<file path="src/rtl/dds_wave_gen.sv">
// rtl/dds_wave_gen.sv - phase-accumulator waveform generator (sine/saw/triangle/square), 3-stage pipeline
module dds_wave_gen #(
    parameter int ACC_W = 24
) (
    input  logic             Fg_CLK,
    input  logic             RESET,
    input  logic             Ready,
    input  logic             Enable,
    input  logic [ACC_W-1:0] TuningWord,
    input  logic [1:0]       WaveSel,
    output logic [7:0]       Sample,
    output logic             SampleValid
);

    logic [ACC_W-1:0] acc;
    logic             v0;
    logic [7:0]       p1;
    logic [1:0]       sel1;
    logic             v1;
    logic [7:0]       wave;
    logic             strobe;

    assign strobe = Ready && Enable;

    // Quarter-wave sine magnitude: round(127*sin((pi/2)*(i+0.5)/64))
    function automatic logic [6:0] sine_q(input logic [5:0] i);
        case (i)
            6'd0:  sine_q = 7'd2;   6'd1:  sine_q = 7'd5;   6'd2:  sine_q = 7'd8;   6'd3:  sine_q = 7'd11;
            6'd4:  sine_q = 7'd14;  6'd5:  sine_q = 7'd17;  6'd6:  sine_q = 7'd20;  6'd7:  sine_q = 7'd23;
            6'd8:  sine_q = 7'd26;  6'd9:  sine_q = 7'd29;  6'd10: sine_q = 7'd32;  6'd11: sine_q = 7'd35;
            6'd12: sine_q = 7'd38;  6'd13: sine_q = 7'd41;  6'd14: sine_q = 7'd44;  6'd15: sine_q = 7'd47;
            6'd16: sine_q = 7'd50;  6'd17: sine_q = 7'd53;  6'd18: sine_q = 7'd56;  6'd19: sine_q = 7'd58;
            6'd20: sine_q = 7'd61;  6'd21: sine_q = 7'd64;  6'd22: sine_q = 7'd67;  6'd23: sine_q = 7'd69;
            6'd24: sine_q = 7'd72;  6'd25: sine_q = 7'd74;  6'd26: sine_q = 7'd77;  6'd27: sine_q = 7'd79;
            6'd28: sine_q = 7'd82;  6'd29: sine_q = 7'd84;  6'd30: sine_q = 7'd86;  6'd31: sine_q = 7'd89;
            6'd32: sine_q = 7'd91;  6'd33: sine_q = 7'd93;  6'd34: sine_q = 7'd95;  6'd35: sine_q = 7'd97;
            6'd36: sine_q = 7'd99;  6'd37: sine_q = 7'd101; 6'd38: sine_q = 7'd103; 6'd39: sine_q = 7'd105;
            6'd40: sine_q = 7'd106; 6'd41: sine_q = 7'd108; 6'd42: sine_q = 7'd110; 6'd43: sine_q = 7'd111;
            6'd44: sine_q = 7'd113; 6'd45: sine_q = 7'd114; 6'd46: sine_q = 7'd115; 6'd47: sine_q = 7'd117;
            6'd48: sine_q = 7'd118; 6'd49: sine_q = 7'd119; 6'd50: sine_q = 7'd120; 6'd51: sine_q = 7'd121;
            6'd52: sine_q = 7'd122; 6'd53: sine_q = 7'd123; 6'd54: sine_q = 7'd124; 6'd55: sine_q = 7'd124;
            6'd56: sine_q = 7'd125; 6'd57: sine_q = 7'd125; 6'd58: sine_q = 7'd126; 6'd59: sine_q = 7'd126;
            default: sine_q = 7'd127;
        endcase
    endfunction

    // Stage 0: advance the phase accumulator on each accepted strobe
    always_ff @(posedge Fg_CLK) begin
        if (RESET) begin
            acc <= '0;
            v0  <= 1'b0;
        end else begin
            v0 <= strobe;
            if (strobe) begin
                acc <= acc + TuningWord;
            end
        end
    end

    // Stage 1: capture the top phase byte and the waveform select together
    always_ff @(posedge Fg_CLK) begin
        if (RESET) begin
            p1   <= 8'd0;
            sel1 <= 2'd0;
            v1   <= 1'b0;
        end else begin
            v1 <= v0;
            if (v0) begin
                p1   <= acc[ACC_W-1 -: 8];
                sel1 <= WaveSel;
            end
        end
    end

    // Waveform shaping from the stage-1 phase; odd quadrants mirror the LUT index
    always_comb begin
        logic [5:0] idx;
        logic [6:0] mag;
        logic [7:0] dbl;
        wave = 8'd128;
        idx  = p1[6] ? ~p1[5:0] : p1[5:0];
        mag  = sine_q(idx);
        dbl  = {p1[6:0], 1'b0};
        case (sel1)
            2'd0:    wave = p1[7] ? (8'd128 - {1'b0, mag}) : (8'd128 + {1'b0, mag});
            2'd1:    wave = p1;
            2'd2:    wave = p1[7] ? ~dbl : dbl;
            default: wave = p1[7] ? 8'd0 : 8'd255;
        endcase
    end

    // Stage 2: register the sample; it holds between valid pulses
    always_ff @(posedge Fg_CLK) begin
        if (RESET) begin
            Sample      <= 8'd128;
            SampleValid <= 1'b0;
        end else begin
            SampleValid <= v1;
            if (v1) begin
                Sample <= wave;
            end
        end
    end

endmodule

</file>
<file path="config.mk">
export PLATFORM = sky130hd
export DESIGN_NAME = dds_wave_gen
export DESIGN_NICKNAME = d
export VERILOG_FILES = /design/src/rtl/dds_wave_gen.sv
export SDC_FILE = /design/constraint.sdc
export NUM_CORES = 1
export LEC_CHECK = 0
export CORE_ASPECT_RATIO = 0.9
export CORE_UTILIZATION = 60
export CTS_BUF_LIST = sky130_fd_sc_hd__clkbuf_8 sky130_fd_sc_hd__clkbuf_16
export DETAILED_ROUTE_END_ITERATION = 12
export PLACE_DENSITY = 0.83
export RECOVER_POWER = 25
export SYNTH_ARGS = -nofsm -noshare
export SYNTH_HDL_FRONTEND = slang
export SYNTH_SLANG_ARGS = --single-unit
</file>
<file path="constraint.sdc">
create_clock -name Fg_CLK -period 6.1 [get_ports Fg_CLK]
set_clock_uncertainty 0.05 [all_clocks]
set_input_delay 1.83 -clock Fg_CLK [delete_from_list [all_inputs] [get_ports Fg_CLK]]
set_output_delay 1.83 -clock Fg_CLK [all_outputs]
set_load 0.01 [all_outputs]
</file>
==> impl_metrics.yaml, run 1 <==
hold_path:
  hp-class: "reg2reg"
  whs_path_depth: 2
route:
  routed_wl_mm: 12.1
  final_antenna_net_count: 0
  vias_per_cell: 6.60
  drt_iter0_markers: 438
  firstDrtPassIters: 6
  vias: 4545
  wl_per_cell_um: 17.5
  drc: 0
yosys:
  synth_largest_area_cell: "dfxtp_1"
  synth_compound_area_share_pct: 30.5
  synth_edf_count: 0
  muxShareOfSynthArea_pct: 4.49
  synth_cell_type_count: 66
  synth_seq_cells: 45
  syn_area_um2: 4380
  yosysWarnings: 0
  synthAdderAreaFrac_pct: 10.2
  synth-xor-area-share_pct: 4.80
  synthSimpleGateAreaFrac_pct: 22.6
  synthCells: 590
  ys.flop_type: "dfxtp_1"
  yosysSeqAreaShare_pct: 20.6
  synth_top_area_share_pct: 20.6
  postSynthAreaPerCell_um2: 7.42
  syn_nets: 655
  synth_async_sr_flop_share_pct: 0
  synth_area_leaders: "dfxtp_1 21%, ha_1 9.7%, nand2_1 5.1%, a21oi_1 4.9%, nor2_1 4.5%"
  synth_top_family_by_area: "compound AO/OA/AOI/OAI gates"
sta:
  hold_ws_ns: 0.417
  slew_headroom_pct: -22.1
  rsz0062_at_grt: "false"
  fin_crit_ns: 4.57
  fin_crit_sh_pct: 75.0
  finalMaxSlewViolations: 40
  final_hold_viol_count: 0
  fin_tns_setup_ns: 0
  tightest_slew_ns: 1.83
  max_freq_ghz: 0.219
  report.final.setup_viol: 0
clock_network:
  cts_root_buffer: "clkbuf_8"
  cts_tree: "yes"
  hold_buffers: 0
  cts_sinks: 45
  clk_transition_reported_paths_ns: 0.08
  cts-htree-levels: 2
  clk-insertion-delay-late_ns: 0.30
  post_cts_resized: 0
  post_cts_buffers: 0
  cts_buffers: 5
  clockBufferDepth: 2
setup_path:
  path_common_cell: "a31oi_1"
  worstPathCellList: "clkdlybuf4s50_1 -> ha_1 -> a211oi_1 -> o21ai_1 -> a2111o_1 -> nand4_1 -> a31oi_1 -> a31oi_1 -> mux2i_1 -> mux2_1"
  rr_worst_depth: 13
  crit_slowest_cell: "a2111o_1"
  cp-end-kind: "register"
  cp_data_required_time_ns: 6.23
  critPathTopFamily: "compound AO/OA/AOI/OAI gates"
  path_depth: 10
  r2r_slack_ns: 2.16
  cp-start-kind: "input port"
  slowest_delay_ns: 0.48
  crit_path_max_fanout: 3
  crit_arrival_ns: 4.71
  cp.buffers_inverters: 1
  path_class: "in2reg"
floorplanning:
  core_area_um2: 7040
  row_count: 29
  ios: 39
  floorplan.initialDensity_pct: 62.2
  dieArea_um2: 7650
  die_y_um: 83.1
  die_w_um: 92.1
cells_and_area:
  synthToLayoutAreaGrowth_pct: 10.3
  final.fill_count: 591
  drive_gt1_share_pct: 4.53
  multi_input_area_um2: 3180
  fin_nets: 660
  seq_area_um2: 901
  diodes: 0
  post-route-util_pct: 68.6
placement:
  dp_hpwl_mm: 8.55
  routabilityCongestion: 0.918
  port_buffers: 38
power:
  p_leak_nw: 1.89
  total_power_uw: 817
  power_per_cell_area_nw_per_um2: 169
  ir_worst_vdd_mv: 0.121
grt:
  antenna_found_initial: 0
  grt_use_total_pct: 31.3
  grt_max_degree: 41
  grt_overflow: 0
  grt_pass1_vias: 4269
  grt_first_pass_wirelength_mm: 19.5
status:
  violations: "capacitance limit, slew limit"
  outcome: "complete, but fails checks"
flow_run:
  cap_violations: 1
==> synth_stat cells, types with 3 or more instances <==
cell and n:
a221oi_1 6, dfxtp_1 45, buf_1 6, o21ai_1 5, buf_4 3, o211ai_1 3, a311oi_1 4, or3_1 9
and3_1 8, mux2i_1 14, inv_1 19, ha_1 34, o21bai_1 6, buf_2 9, a32oi_1 6, o31ai_1 3
nand2b_1 16, xnor2_1 17, and2_1 6, xor2_1 7, nand3b_1 4, a211oi_1 11, a21oi_1 43, nor2b_1 8
o21a_1 6, nor3_1 8, nor2_1 52, nand2_1 60, nand3_1 20, o21ai_0 36, o32ai_1 3, o221ai_1 6
nor3b_1 4, a31oi_1 9, clkbuf_1 25, o22ai_1 16, a21o_1 15
==> tightest hold or removal path, delay by kind of cell (launching register included) <==
kind | cells | cell delay [ns]
AO/OA/AOI/OAI | 1 | 0.05
flip-flops | 1 | 0.32
AND/OR/NAND/NOR | 1 | 0.05
==> path summary, 6_finish.rpt <==
kind                                     startpoint                      to
worst max-delay path                  TuningWord[1]    acc[23]$_SDFFE_PP0P_
worst min-delay path            acc[7]$_SDFFE_PP0P_     acc[7]$_SDFFE_PP0P_
worst max register to register   p1[1]$_SDFFE_PP0P_  Sample[1]$_SDFFE_PP0P_
worst min register to register  acc[7]$_SDFFE_PP0P_     acc[7]$_SDFFE_PP0P_
==> per-layer routing <==
metal | GRT usage, % | routed length, µm | vias up
li1 | - | - | 2158
met1 | 39.8 | 5140 | 2138
met2 | 53.4 | 5750 | 217
met3 | 6.04 | 888 | 32
met4 | 9.52 | 292 | 0
met5 | 0 | 0 | -
==> layout by cell type (no fill, tap or decap), types with 5 or more instances in the layout <==
master	Yosys	final
nand2_1	60	60
nor2_1	52	52
dfxtp_1	45	45
a21oi_1	43	43
o21ai_0	36	36
clkdlybuf4s50_1	0	35
ha_1	34	34
nand3_1	20	20
inv_1	19	19
xnor2_1	17	17
nand2b_1	16	16
o22ai_1	16	16
a21o_1	15	15
mux2i_1	14	14
a211oi_1	11	11
or3_1	9	9
a31oi_1	9	9
and3_1	8	8
nor2b_1	8	8
nor3_1	8	8
xor2_1	7	7
o221ai_1	6	6
and2_1	6	6
a32oi_1	6	6
a221oi_1	6	6
o21a_1	6	6
o21bai_1	6	6
o21ai_1	5	5
clkbuf_8	0	5
buf_4	3	5
==> cells by family after synthesis <==
logic type,after synthesis
multiplexers,17
buffers and inverters,67
AND/OR/NAND/NOR,205
flip-flops,45
XOR/XNOR,24
AO/OA/AOI/OAI,197
adder cells (fa/ha/maj),35
==> power by group <==
group	internal [mW]	switching, mW	leakage [nW]
Sequential	0.309	0.0155	0.367
Combinational	0.101	0.122	1.45
Clock	0.163	0.107	0.0681
Total	0.572	0.245	1.89
==> metrics by stage <==
stage                     instance area (µm²)  setup slack (ns)  instances
final                                    4830              1.53        689
after global routing                     4830              1.39        689
after CTS                                4830              1.55        689
after detailed placement                 4700              1.24        681
after global placement                   4700              1.33        681
after floorplan                          4380              1.99        590
==> area by class of cell <==
| cell class | count | area share [%] |
|---|---|---|
| multi-input cells | 478 | 65.8 |
| flip-flops and latches | 45 | 18.7 |
| repair buffers | 44 | 8.73 |
| well taps | 93 | 2.41 |
| inverters | 21 | 1.63 |
| clock buffers | 5 | 1.42 |
| clock inverters | 3 | 1.35 |
==> registers in the layout, summed over array words and instances, names as in the netlist <==
signal       flops
acc             24
Sample           8
p1               8
sel1             2
SampleValid      1
v0               1
v1               1
(Power assumes the default switching activity.)
==> run 2: changes to the inputs <==
--- a/config.mk
+++ b/config.mk
@@ -6,10 +6,10 @@
 export NUM_CORES = 1
 export LEC_CHECK = 0
 export CORE_ASPECT_RATIO = 0.9
-export CORE_UTILIZATION = 60
+export CORE_UTILIZATION = 59
 export CTS_BUF_LIST = sky130_fd_sc_hd__clkbuf_8 sky130_fd_sc_hd__clkbuf_16
 export DETAILED_ROUTE_END_ITERATION = 12
-export PLACE_DENSITY = 0.83
+export PLACE_DENSITY = 0.81
 export RECOVER_POWER = 25
 export SYNTH_ARGS = -nofsm -noshare
 export SYNTH_HDL_FRONTEND = slang
==> constraint.sdc (replaced) <==
create_clock -name Fg_CLK -period 4.75 [get_ports Fg_CLK]
set_clock_uncertainty 0.05 [all_clocks]
set_input_delay 1.425 -clock Fg_CLK [delete_from_list [all_inputs] [get_ports Fg_CLK]]
set_output_delay 1.425 -clock Fg_CLK [all_outputs]
set_load 0.01 [all_outputs]
==> impl_metrics.yaml, run 2 (same netlist as run 1, synthesis figures left out) <==
placement:
  dp.cells: 682
  post_dp_cell_area_um2: 4710
  dp_hpwl_mm: 8.48
  port_buffers: 38
  routabilityCongestion: 0.906
cells_and_area:
  synthToLayoutAreaGrowth_pct: 10.0
  fin_cells: 690
  fin_nets: 661
  largest_register_ffs: 24
  seq_area_um2: 901
  reg_top3: "acc (24), Sample (8), p1 (8)"
  diodes: 0
  final_common_cell: "nand2_1"
  layout_common_cells: "60 x nand2_1, 52 x nor2_1, 45 x dfxtp_1"
  design_area_um2: 4820
  drive_gt1_share_pct: 4.69
  multi_input_area_um2: 3180
  top_register: "acc"
  final.fill_count: 653
setup_path:
  crit_slowest_cell: "fa_1"
  reg2reg_from: "p1[1]$_SDFFE_PP0P_"
  path_common_cell: "a21o_1"
  cp-start-kind: "input port"
  rr_endpoint: "Sample[4]$_SDFFE_PP0P_"
  cp.buffers_inverters: 1
  critPathTopFamily: "compound AO/OA/AOI/OAI gates"
  crit_arrival_ns: 4.30
  cp-end-kind: "register"
  path_class: "in2reg"
  rr_worst_depth: 13
  cp_data_required_time_ns: 4.93
  r2r_slack_ns: 0.92
  slowest_delay_ns: 0.42
  worstPathCellList: "clkdlybuf4s50_1 -> ha_1 -> fa_1 -> a21o_1 -> a21oi_1 -> o21ai_0 -> a31oi_1 -> o21bai_1 -> a21o_1 -> a211o_1 -> o211ai_1"
  crit_path_max_fanout: 4
grt:
  antenna_found_initial: 0
  grt_max_degree: 41
  grt_overflow: 0
  grt_use_total_pct: 30.9
  grt_first_pass_wirelength_mm: 19.5
  grt_pass1_vias: 3998
clock_network:
  clk-insertion-delay-late_ns: 0.31
  cts_tree: "yes"
  post_cts_buffers: 0
  cts_sinks: 45
  cts-htree-levels: 2
  clockBufferDepth: 2
  clk_transition_reported_paths_ns: 0.09
  cts_buffers: 5
  post_cts_resized: 0
  hold_buffers: 0
  cts_root_buffer: "clkbuf_8"
sta:
  report.final.setup_viol: 0
  slew_headroom_pct: -14.1
  max_freq_ghz: 0.242
  tightest_slew_ns: 1.71
  fin_crit_sh_pct: 86.9
  fin_crit_ns: 4.13
  finalMaxSlewViolations: 40
  final_hold_viol_count: 0
  rsz0062_at_grt: "false"
  fin_tns_setup_ns: 0
flow_run:
  cap_violations: 1
floorplanning:
  core_area_um2: 7110
  dieArea_um2: 7770
  die_w_um: 92.8
  ios: 39
  floorplan.initialDensity_pct: 61.6
  row_count: 29
  die_y_um: 83.7
route:
  drt_iter0_markers: 340
  wl_per_cell_um: 16.7
  firstDrtPassIters: 7
  routed_wl_mm: 11.5
  final_antenna_net_count: 0
  vias: 4385
  drc: 0
  vias_per_cell: 6.36
hold_path:
  holdCritStartpoint: "acc[9]$_SDFFE_PP0P_"
  whs_path_depth: 2
  hp-class: "reg2reg"
  min_to: "acc[9]$_SDFFE_PP0P_"
power:
  ir_worst_vdd_mv: 0.146
  power_per_cell_area_nw_per_um2: 207
  p_leak_nw: 1.88
status:
  violations: "capacitance limit, slew limit"
  outcome: "complete, but fails checks"
## run 2: final cells by class
class / count / area share (%)
tap: 93 / 2.41
sequential: 45 / 18.7
clock buffer: 5 / 1.43
clock inverter: 3 / 0.961
timing repair buffer: 45 / 8.91
inverter: 21 / 1.64
multi-input combinational: 478 / 66.0
## run 2: tightest hold or removal path, stage by stage, from the launching register on
cell     delay, ns
dfxtp_1       0.32
nand2_1       0.05
a21oi_1       0.05
## run 2: worst max-delay path by stage
stage                           endpoint  slack (ns)          start  cells after the start
finish              acc[16]$_SDFFE_PP0P_        0.62  TuningWord[0]                     11
global route        acc[23]$_SDFFE_PP0P_        0.34  TuningWord[1]                     10
CTS                 acc[16]$_SDFFE_PP0P_        0.65  TuningWord[0]                     11
detailed placement  acc[23]$_SDFFE_PP0P_        0.33  TuningWord[1]                     10
global placement    acc[23]$_SDFFE_PP0P_        0.37  TuningWord[1]                     10
floorplan           acc[23]$_SDFFE_PP0P_        1.05  TuningWord[1]                      9
## run 2: power by group
group	internal (mW)	leakage (nW)	switching (mW)	total, mW
combinational	0.129	1.46	0.153	0.282
sequential	0.396	0.367	0.0198	0.416
clock	0.158	0.0543	0.142	0.300
## run 2: through the flow
step	total power, mW	setup slack [ns]	utilization, %	hold WS [ns]
finish	0.998	0.623	67.8	0.416
global placement	0.693	0.367	66.2	0.395
global route	1.06	0.342	67.8	0.441
floorplan	0.623	1.05	-	0.386
detailed placement	0.700	0.325	66.2	0.408
CTS	0.997	0.647	67.8	0.421
## run 2: per-layer routing
| layer | GRT usage, % | vias up | wire length (µm) |
|---|---|---|---|
| li1 | - | 2160 | - |
| met1 | 44.7 | 2043 | 5370 |
| met2 | 47.9 | 169 | 5210 |
| met3 | 5.28 | 13 | 834 |
| met4 | 6.43 | 0 | 117 |
| met5 | 0 | - | 0 |
